## src/rtl/seq_multiplier.sv

```systemverilog
// -----------------------------------------------------------------------------
// seq_multiplier
//
// Shift-add multiplier with its own control FSM. It accepts one operand pair at
// a time through a valid/ready handshake, shifts for N cycles, and then holds
// the 2N-bit product until the consumer takes it.
//
// Compile-time option:
//   MULTIPLIER_SIGNED_EN - when defined, i_signed_mode selects two's-complement
//                          operands for each operation. The operands are
//                          multiplied as magnitudes and the product is negated
//                          at the output when the signs differ. When the macro
//                          is undefined, every operation is unsigned and
//                          i_signed_mode is ignored.
//
// Parameters:
//   N               operand width in bits, legal range 2..32
//
// Ports:
//   i_clock         rising-edge clock
//   i_n_reset       asynchronous active-low reset
//   i_in_valid      an operand pair is offered
//   o_in_ready      block can accept operands (IDLE)
//   i_multiplicand  operand A, N bits
//   i_multiplier    operand B, N bits
//   i_signed_mode   1 = both operands are two's complement (signed build only)
//   o_out_valid     product is available (DONE)
//   i_out_ready     consumer takes the product
//   o_product       2N-bit result, stable while o_out_valid=1
//   o_busy          high while the block is shifting (SHIFT)
// -----------------------------------------------------------------------------
module seq_multiplier #(
  parameter int N = 4
) (
  input  logic           i_clock,
  input  logic           i_n_reset,
  input  logic           i_in_valid,
  output logic           o_in_ready,
  input  logic [N-1:0]   i_multiplicand,
  input  logic [N-1:0]   i_multiplier,
  input  logic           i_signed_mode,
  output logic           o_out_valid,
  input  logic           i_out_ready,
  output logic [2*N-1:0] o_product,
  output logic           o_busy
);

  // state | meaning
  // ------+-------------------------------------------------------------
  // IDLE  | waiting for operands; in_ready=1
  // SHIFT | one add/shift step per cycle, N cycles in total; busy=1
  // DONE  | product held until the consumer takes it; out_valid=1

  localparam int CNT_W = $clog2(N + 1);

  typedef enum logic [1:0] {
    S_IDLE  = 2'd0,
    S_SHIFT = 2'd1,
    S_DONE  = 2'd2
  } state_t;

  state_t r_state;
  state_t w_state_next;

  logic             w_load;
  logic             w_shift;

  logic [N-1:0]     r_mcand;
  logic             r_carry;
  logic [N-1:0]     r_hi;
  logic [N-1:0]     r_lo;
  logic [CNT_W-1:0] r_count;

  logic [N-1:0]     w_a_mag;
  logic [N-1:0]     w_b_mag;
  logic             w_neg;
  logic [N:0]       w_sum;
  logic [2*N-1:0]   w_prod;
  logic             w_last_step;

  // ---------------------------------------------------------------------------
  // Operand conditioning
  // ---------------------------------------------------------------------------
`ifdef MULTIPLIER_SIGNED_EN
  logic w_a_neg;
  logic w_b_neg;
  logic r_neg;

  assign w_a_neg = i_signed_mode & i_multiplicand[N-1];
  assign w_b_neg = i_signed_mode & i_multiplier[N-1];

  // The most-negative value negates to itself, and read as unsigned that bit
  // pattern is exactly 2^(N-1). So the magnitude always fits in N bits.
  assign w_a_mag = w_a_neg ? -i_multiplicand : i_multiplicand;
  assign w_b_mag = w_b_neg ? -i_multiplier   : i_multiplier;

  always_ff @(posedge i_clock or negedge i_n_reset) begin
    if (!i_n_reset) begin
      r_neg <= 1'b0;
    end else if (w_load) begin
      r_neg <= w_a_neg ^ w_b_neg;
    end
  end

  assign w_neg = r_neg;
`else
  logic w_unused_signed_mode;

  assign w_a_mag              = i_multiplicand;
  assign w_b_mag              = i_multiplier;
  assign w_neg                = 1'b0;
  assign w_unused_signed_mode = i_signed_mode;
`endif

  // ---------------------------------------------------------------------------
  // Control FSM
  // ---------------------------------------------------------------------------
  always_ff @(posedge i_clock or negedge i_n_reset) begin
    if (!i_n_reset) begin
      r_state <= S_IDLE;
    end else begin
      r_state <= w_state_next;
    end
  end

  assign w_last_step = (r_count == CNT_W'(N - 1));

  always_comb begin
    w_state_next = r_state;
    o_in_ready   = 1'b0;
    o_out_valid  = 1'b0;
    o_busy       = 1'b0;
    w_load       = 1'b0;
    w_shift      = 1'b0;
    case (r_state)
      S_IDLE: begin
        o_in_ready = 1'b1;
        if (i_in_valid) begin
          w_load       = 1'b1;
          w_state_next = S_SHIFT;
        end
      end
      S_SHIFT: begin
        o_busy  = 1'b1;
        w_shift = 1'b1;
        if (w_last_step) begin
          w_state_next = S_DONE;
        end
      end
      S_DONE: begin
        o_out_valid = 1'b1;
        if (i_out_ready) begin
          w_state_next = S_IDLE;
        end
      end
      default: begin
        w_state_next = S_IDLE;
      end
    endcase
  end

  // ---------------------------------------------------------------------------
  // Datapath
  // ---------------------------------------------------------------------------
  // r_carry is always 0 when a step starts. Including it here keeps the add
  // as a plain (N+1)-bit sum of the high half and the multiplicand.
  assign w_sum = r_lo[0] ? ({r_carry, r_hi} + {1'b0, r_mcand})
                         : {r_carry, r_hi};

  always_ff @(posedge i_clock or negedge i_n_reset) begin
    if (!i_n_reset) begin
      r_mcand <= '0;
      r_carry <= 1'b0;
      r_hi    <= '0;
      r_lo    <= '0;
      r_count <= '0;
    end else if (w_load) begin
      r_mcand <= w_a_mag;
      r_carry <= 1'b0;
      r_hi    <= '0;
      r_lo    <= w_b_mag;
      r_count <= '0;
    end else if (w_shift) begin
      // Shift {carry, hi, lo} right by one. The carry becomes the top bit of
      // hi, and the bit shifted out of hi becomes the top bit of lo.
      r_carry <= 1'b0;
      r_hi    <= w_sum[N:1];
      r_lo    <= {w_sum[0], r_lo[N-1:1]};
      r_count <= r_count + CNT_W'(1);
    end
  end

  assign w_prod    = {r_hi, r_lo};
  assign o_product = w_neg ? -w_prod : w_prod;

endmodule

```

## config.mk

```make
export PLATFORM = sky130hd
export DESIGN_NAME = seq_multiplier
export DESIGN_NICKNAME = d
export VERILOG_FILES = /design/src/rtl/seq_multiplier.sv
export SDC_FILE = /design/constraint.sdc
export NUM_CORES = 1
export LEC_CHECK = 0
export CORE_UTILIZATION = 47
export DETAILED_ROUTE_END_ITERATION = 7
export PLACE_DENSITY = 0.82
export SETUP_SLACK_MARGIN = 0.3
export SLEW_MARGIN = 0
export SYNTH_ARGS = -nofsm -noshare
export SYNTH_HDL_FRONTEND = slang
export SYNTH_SLANG_ARGS = --single-unit
```

## constraint.sdc

```tcl
create_clock -name i_clock -period 1.9 [get_ports i_clock]
set_input_delay 0.19 -clock i_clock [delete_from_list [all_inputs] [get_ports i_clock]]
set_output_delay 0.19 -clock i_clock [all_outputs]
set_load 0.005 [all_outputs]
```

* Word-level counts from Yosys, hierarchy flattened *
Cells that the tools add are included.

cells by class
  add/sub/neg operators = 2
  equality and inequality tests = 6
  multiplexer cells = 18
  reduce and logical (&&, ||, !) cells = 3

operator list
  kind                                           number
  two-way mux 4 bit                              4
  two-way mux 1 bit                              7
  two-way mux 2 bit                              3
  two-way mux 3 bit                              2
  inequality test 2 bit, second input constant   3
  case mux 2 bit (3 select lines)                1
  adder 5 x 4 -> 5 bit                           1
  two-way mux 5 bit                              1
  adder 3 x 1 -> 3 bit, second input constant    1
  == test 3 x 2 -> 1 bit, second input constant  1
  AND reduction 3 bit                            1
  == test 2 x 1 -> 1 bit, second input constant  1
  == test 2 bit, second input constant           1
  zero test 2 bit                                1
  nonzero test 2 bit                             1

word-level totals
  flip-flop bits (word level) = 18
  output and inout port bits = 11

* Logic depth before layout (Yosys ltp) *
  depth after elaboration = 4
  depth in mapped cells = 7
  gate-level depth less buffers = 7

* Worst setup path after synthesis *
Ideal clock, no wire load.

  path kind = register -> register
  start point = reg r_hi[0]
  end point = reg r_hi[1]
  setup time = 0.082 ns
  arrival time = 1.408 ns
  slack = 0.410 ns
  stages on the path, launching flop included = 8
  path buffers = 0
  path through = dfrtp_1 ha_1 inv_1 fa_1 nor2b_1 nor3_1 a21oi_1 o22ai_1

between the ends
  word-level cells in the longest chain between the ends = 4

ends and longest elaborated chain
  item                    RTL line  source
  from (decl)             70        logic [N-1:0] r_hi;
  from (signal assigned)  187       r_hi <= w_sum[N:1];
  adder 5 x 4 -> 5 bit    167       assign w_sum = r_lo[0] ? ({r_carry, r_hi} + {1'b0, r_mcand})
  two-way mux 5 bit       167
  two-way mux 4 bit       183       end else if (w_shift) begin
  two-way mux 4 bit       177       end else if (w_load) begin

Every way passes these cells. The select of a mux whose other input is x is not followed.
A chain may end at the register's enable or synchronous reset.

* Final worst setup path *
  start point = reg r_state[0]
  end point = out o_out_valid

between the ends
  word-level cells in the longest chain between the ends = 2

ends and longest elaborated chain
  item                    RTL line  source
  from (decl)             62        state_t r_state;
  from (signal assigned)  122       r_state <= w_state_next;
  == test 2 bit           135       case (r_state)
  two-way mux 1 bit       135
  to (decl)               42        output logic o_out_valid,

Every way passes these cells.

==> impl_summary.md <==
Floorplan
24 I/O pins were placed. The floorplan core area is around 1800 um2. The floorplan step defined a die boundary enclosing 2120 um2. The die is 46.0 um tall. The initialized floorplan defines 15 standard-cell rows. The initial utilization of the core area, before any placement, comes to 0.516. The floorplan step set the die width to 46.0 um.

Synth
The mean instance size in the synthesized netlist is between 10 and 15 um2. The total number of yosys warnings is 0. Of all flip-flops after synthesis, the portion carrying an async set or reset was 1.00. After synthesis the cells add up to ~910 um2. The most used flip-flop cell after synthesis is sky130_fd_sc_hd__dfrtp_1. The cell count after synthesis is 89. The number of enable flip-flop cells after synthesis is 0. The sequential-to-total area share from yosys stat is 0.467. By area the synthesized netlist is led by sky130_fd_sc_hd__dfrtp_1 47%, sky130_fd_sc_hd__ha_1 8.2%, sky130_fd_sc_hd__nand2_1 6.2%, sky130_fd_sc_hd__o21ai_0 5.5%, sky130_fd_sc_hd__mux2_4 4.9%. Yosys mapped the design onto 26 distinct sky130hd cell types. The number of nets in the synthesized netlist is 109. The flip-flop and latch count after synthesis is 17. Summed over all instances, the cell type with the most area after synthesis is sky130_fd_sc_hd__dfrtp_1. Of the post-synthesis cell area, the dominant cell type holds 0.467.

Power and ir drop
Of the total power, combinational logic draws 0.559. Of the total power, registers draw 0.340. The cell-internal power is 1.21 mW.

The analysis attributes to net switching a power of 0.717 mW. Summed over all cells, the static leakage comes to 0.557 nW. The switching share of power is 0.372. The total power draw is 1.93 mW. In this run the power density over the cells is ~1500 nW/um2.

The share of total power dissipated in the clock network is 0.101. The worst-case IR drop observed on VDD is 904 uV.

Global route
The largest net degree at the start of global routing is 18. The global-route wire length before repair is 3.20 mm. Across every metal layer, demand over resource in global routing totals 0.218. The initial antenna violation count is 0. The number of global-route vias before repair is 772. Global routing finished with a remaining overflow of 0.

Status
The flow ran to the end, and the final reports show no timing, DRC or antenna violations.

Critical path
The startpoint kind of the worst setup timing path is a flip-flop. The arrival time at the worst endpoint is 1.35 ns. Along the worst path, the maximum fanout reaches 3. The worst setup path category is flip-flop to primary output. STA classifies the critical path endpoint as a primary output. The required time at the endpoint of the critical path is 1.71 ns.

Clock network
TritonCTS built the clock tree. The worst-case clock buffer depth is 2. The number of hold buffers added after cts is 0. The clock root buffer is sky130_fd_sc_hd__clkbuf_4. The clock sink count is 17.

The number of buffers created by CTS is 3. The clock latency on the worst-skew pair is 0.29 ns. The CTS clock-pin slew for the worst setup and hold paths is 0.10 ns. The level count of the clock H-tree is 1.

Routing
The number of nets with antenna violations after detailed routing is 0. In the final routed layout, each cell accounts on average for 13.1 um. For this block, wires on met1 add up to 847 um. The first-pass iteration count of the detailed router is 4. The routed design has 1.92 mm of wire.

The starting DRC count in detailed routing is 8. The top routing layer in use is met4. The routed layout has 775 vias. The met2 layer wire length in the routed design is 940 um. The via-per-instance ratio is between 5 and 6. In the detailed route, the total length drawn on met3 is a little under 90 um. The DRC violation count after routing is 0.

Place
The number of placed instances, taps included, is around 140. The final weighted congestion of routability-driven global placement is 0.870. The half-perimeter wire length after detailed placement is 1.32 mm. The count of buffers added on input and output ports is 22.

The total placed instance area is 1160 um2.

Layout
Leaving out fill and tap cells, the most frequent cell in the layout is sky130_fd_sc_hd__clkdlybuf4s50_1. Of the cells placed in the final design, the portion with a size suffix greater than 1 is 0.223. The signed area change from the synthesized netlist to the final layout is 40.1%.

Once layout is done, the placed cells without fillers occupy 1280 um2. After the flow finishes, the layout carries non-filler instances totaling 146. The count of inserted antenna diode cells is 0. The final net count is 142. The top cell types in the final layout, fill and taps aside, are 20 x sky130_fd_sc_hd__clkdlybuf4s50_1, 15 x sky130_fd_sc_hd__nand2_1, 15 x sky130_fd_sc_hd__dfrtp_1, 10 x sky130_fd_sc_hd__o21ai_0, 9 x sky130_fd_sc_hd__buf_4.

Timing
The upper clock frequency limit is 647 MHz. After routing, the total negative slack on setup checks comes to 0 ns. For the finished layout, the period the worst path requires is 1.54 ns. The worst hold margin is 0.222 ns.

The worst clock skew is 0.00413 ns. The period utilization is 0.813. The final-report hold violation count came to 0. At the pin with the least slew margin, the transition time is 0.535 ns. The final max-slew violation count is 0. The final-report setup violation count is 0.

Headroom to the max-slew limit came out at 0.643. Setup repair after global routing left no endpoint under its margin.

Run
The tool flagged a number of max-cap violations equal to 0.

Worst hold path
The tightest min-delay check is of the input pin to async pin type.
## metal layers
metal | track usage | up-vias
met5 | 0 | -
met2 | 0.346 | 22
li1 | - | 373
met4 | 0.135 | 0
met1 | 0.276 | 375
met3 | 0.0317 | 5
## flip-flops by register name, summed over array words and instances, names as in the netlist
signal / count
r_count: 3
r_state: 2
r_lo: 4
r_mcand: 4
r_hi: 4
## final timing paths
check / from / end / slack (ns) / cells after the start
max: r_state[0] / o_out_valid / 0.36 / 2
max reg2reg: r_hi[0] / r_hi[3] / 0.38 / 7
min: i_n_reset / r_mcand[1] / 0.22 / 2
min in group i_clock: i_multiplicand[1] / r_mcand[1] / 0.46 / 3
max in group asynchronous: i_n_reset / r_state[0] / 1.48 / 2
min reg2reg: r_count[0] / r_count[0] / 0.51 / 1
## cell usage after synthesis, types with 2 or more instances
master	count
sky130_fd_sc_hd__nand2b_1	2
sky130_fd_sc_hd__nor2b_1	4
sky130_fd_sc_hd__a22oi_1	4
sky130_fd_sc_hd__buf_2	2
sky130_fd_sc_hd__nand2_1	15
sky130_fd_sc_hd__ha_1	6
sky130_fd_sc_hd__dfrtp_1	17
sky130_fd_sc_hd__a21oi_1	3
sky130_fd_sc_hd__mux2_4	3
sky130_fd_sc_hd__o22ai_1	3
sky130_fd_sc_hd__o21ai_0	10
sky130_fd_sc_hd__inv_1	6
## critical path, stage by stage (launching register included)
cell and delay, ns:
sky130_fd_sc_hd__dfrtp_2 0.44, sky130_fd_sc_hd__nor2b_4 0.12, sky130_fd_sc_hd__clkdlybuf4s50_1 0.50
## timing repair
action | in CTS | in global routing
setup buffers | 5 | 2
pin swaps | 0 | 2
resized for setup | 5 | 7
endpoints found under the setup margin | 5 | 6
## layout make-up
cell class | instances | area (um2)
inverter | 6 | 22.5
clock buffer | 4 | 26.3
fill | 135 | 488
tap | 25 | 31.3
timing repair buffer | 31 | 289
multi-input combinational | 63 | 479
sequential | 17 | 428
## power groups by stage
stage | sequential (mW) | clock (mW) | combinational [mW]
floorplan | 0.634 | 0 | 0.590
global placement | 0.674 | 0 | 0.861
detailed placement | 0.679 | 0 | 0.898
CTS | 0.645 | 0.197 | 0.996
global route | 0.678 | 0.214 | 1.21
finish | 0.655 | 0.194 | 1.08
## stage by stage
| stage | worst slack [ns] | util |
|---|---|---|
| after floorplan | 0.410 | - |
| after global placement | 0.353 | 0.655 |
| after detailed placement | 0.269 | 0.655 |
| after CTS | 0.220 | 0.694 |
| after global routing | 0.282 | 0.723 |
| final | 0.356 | 0.723 |
## cell families after synthesis
logic type                 count (synthesis)  share of synthesized area
adders and majority gates                  7                      0.104
DFF                                       17                      0.467
and+or+nand+nor                           26                      0.140
buffers and inverters                      9                     0.0481
muxes                                      5                     0.0728
AOI/OAI and AO/OA                         25                      0.168
(Power assumes the default switching activity.)
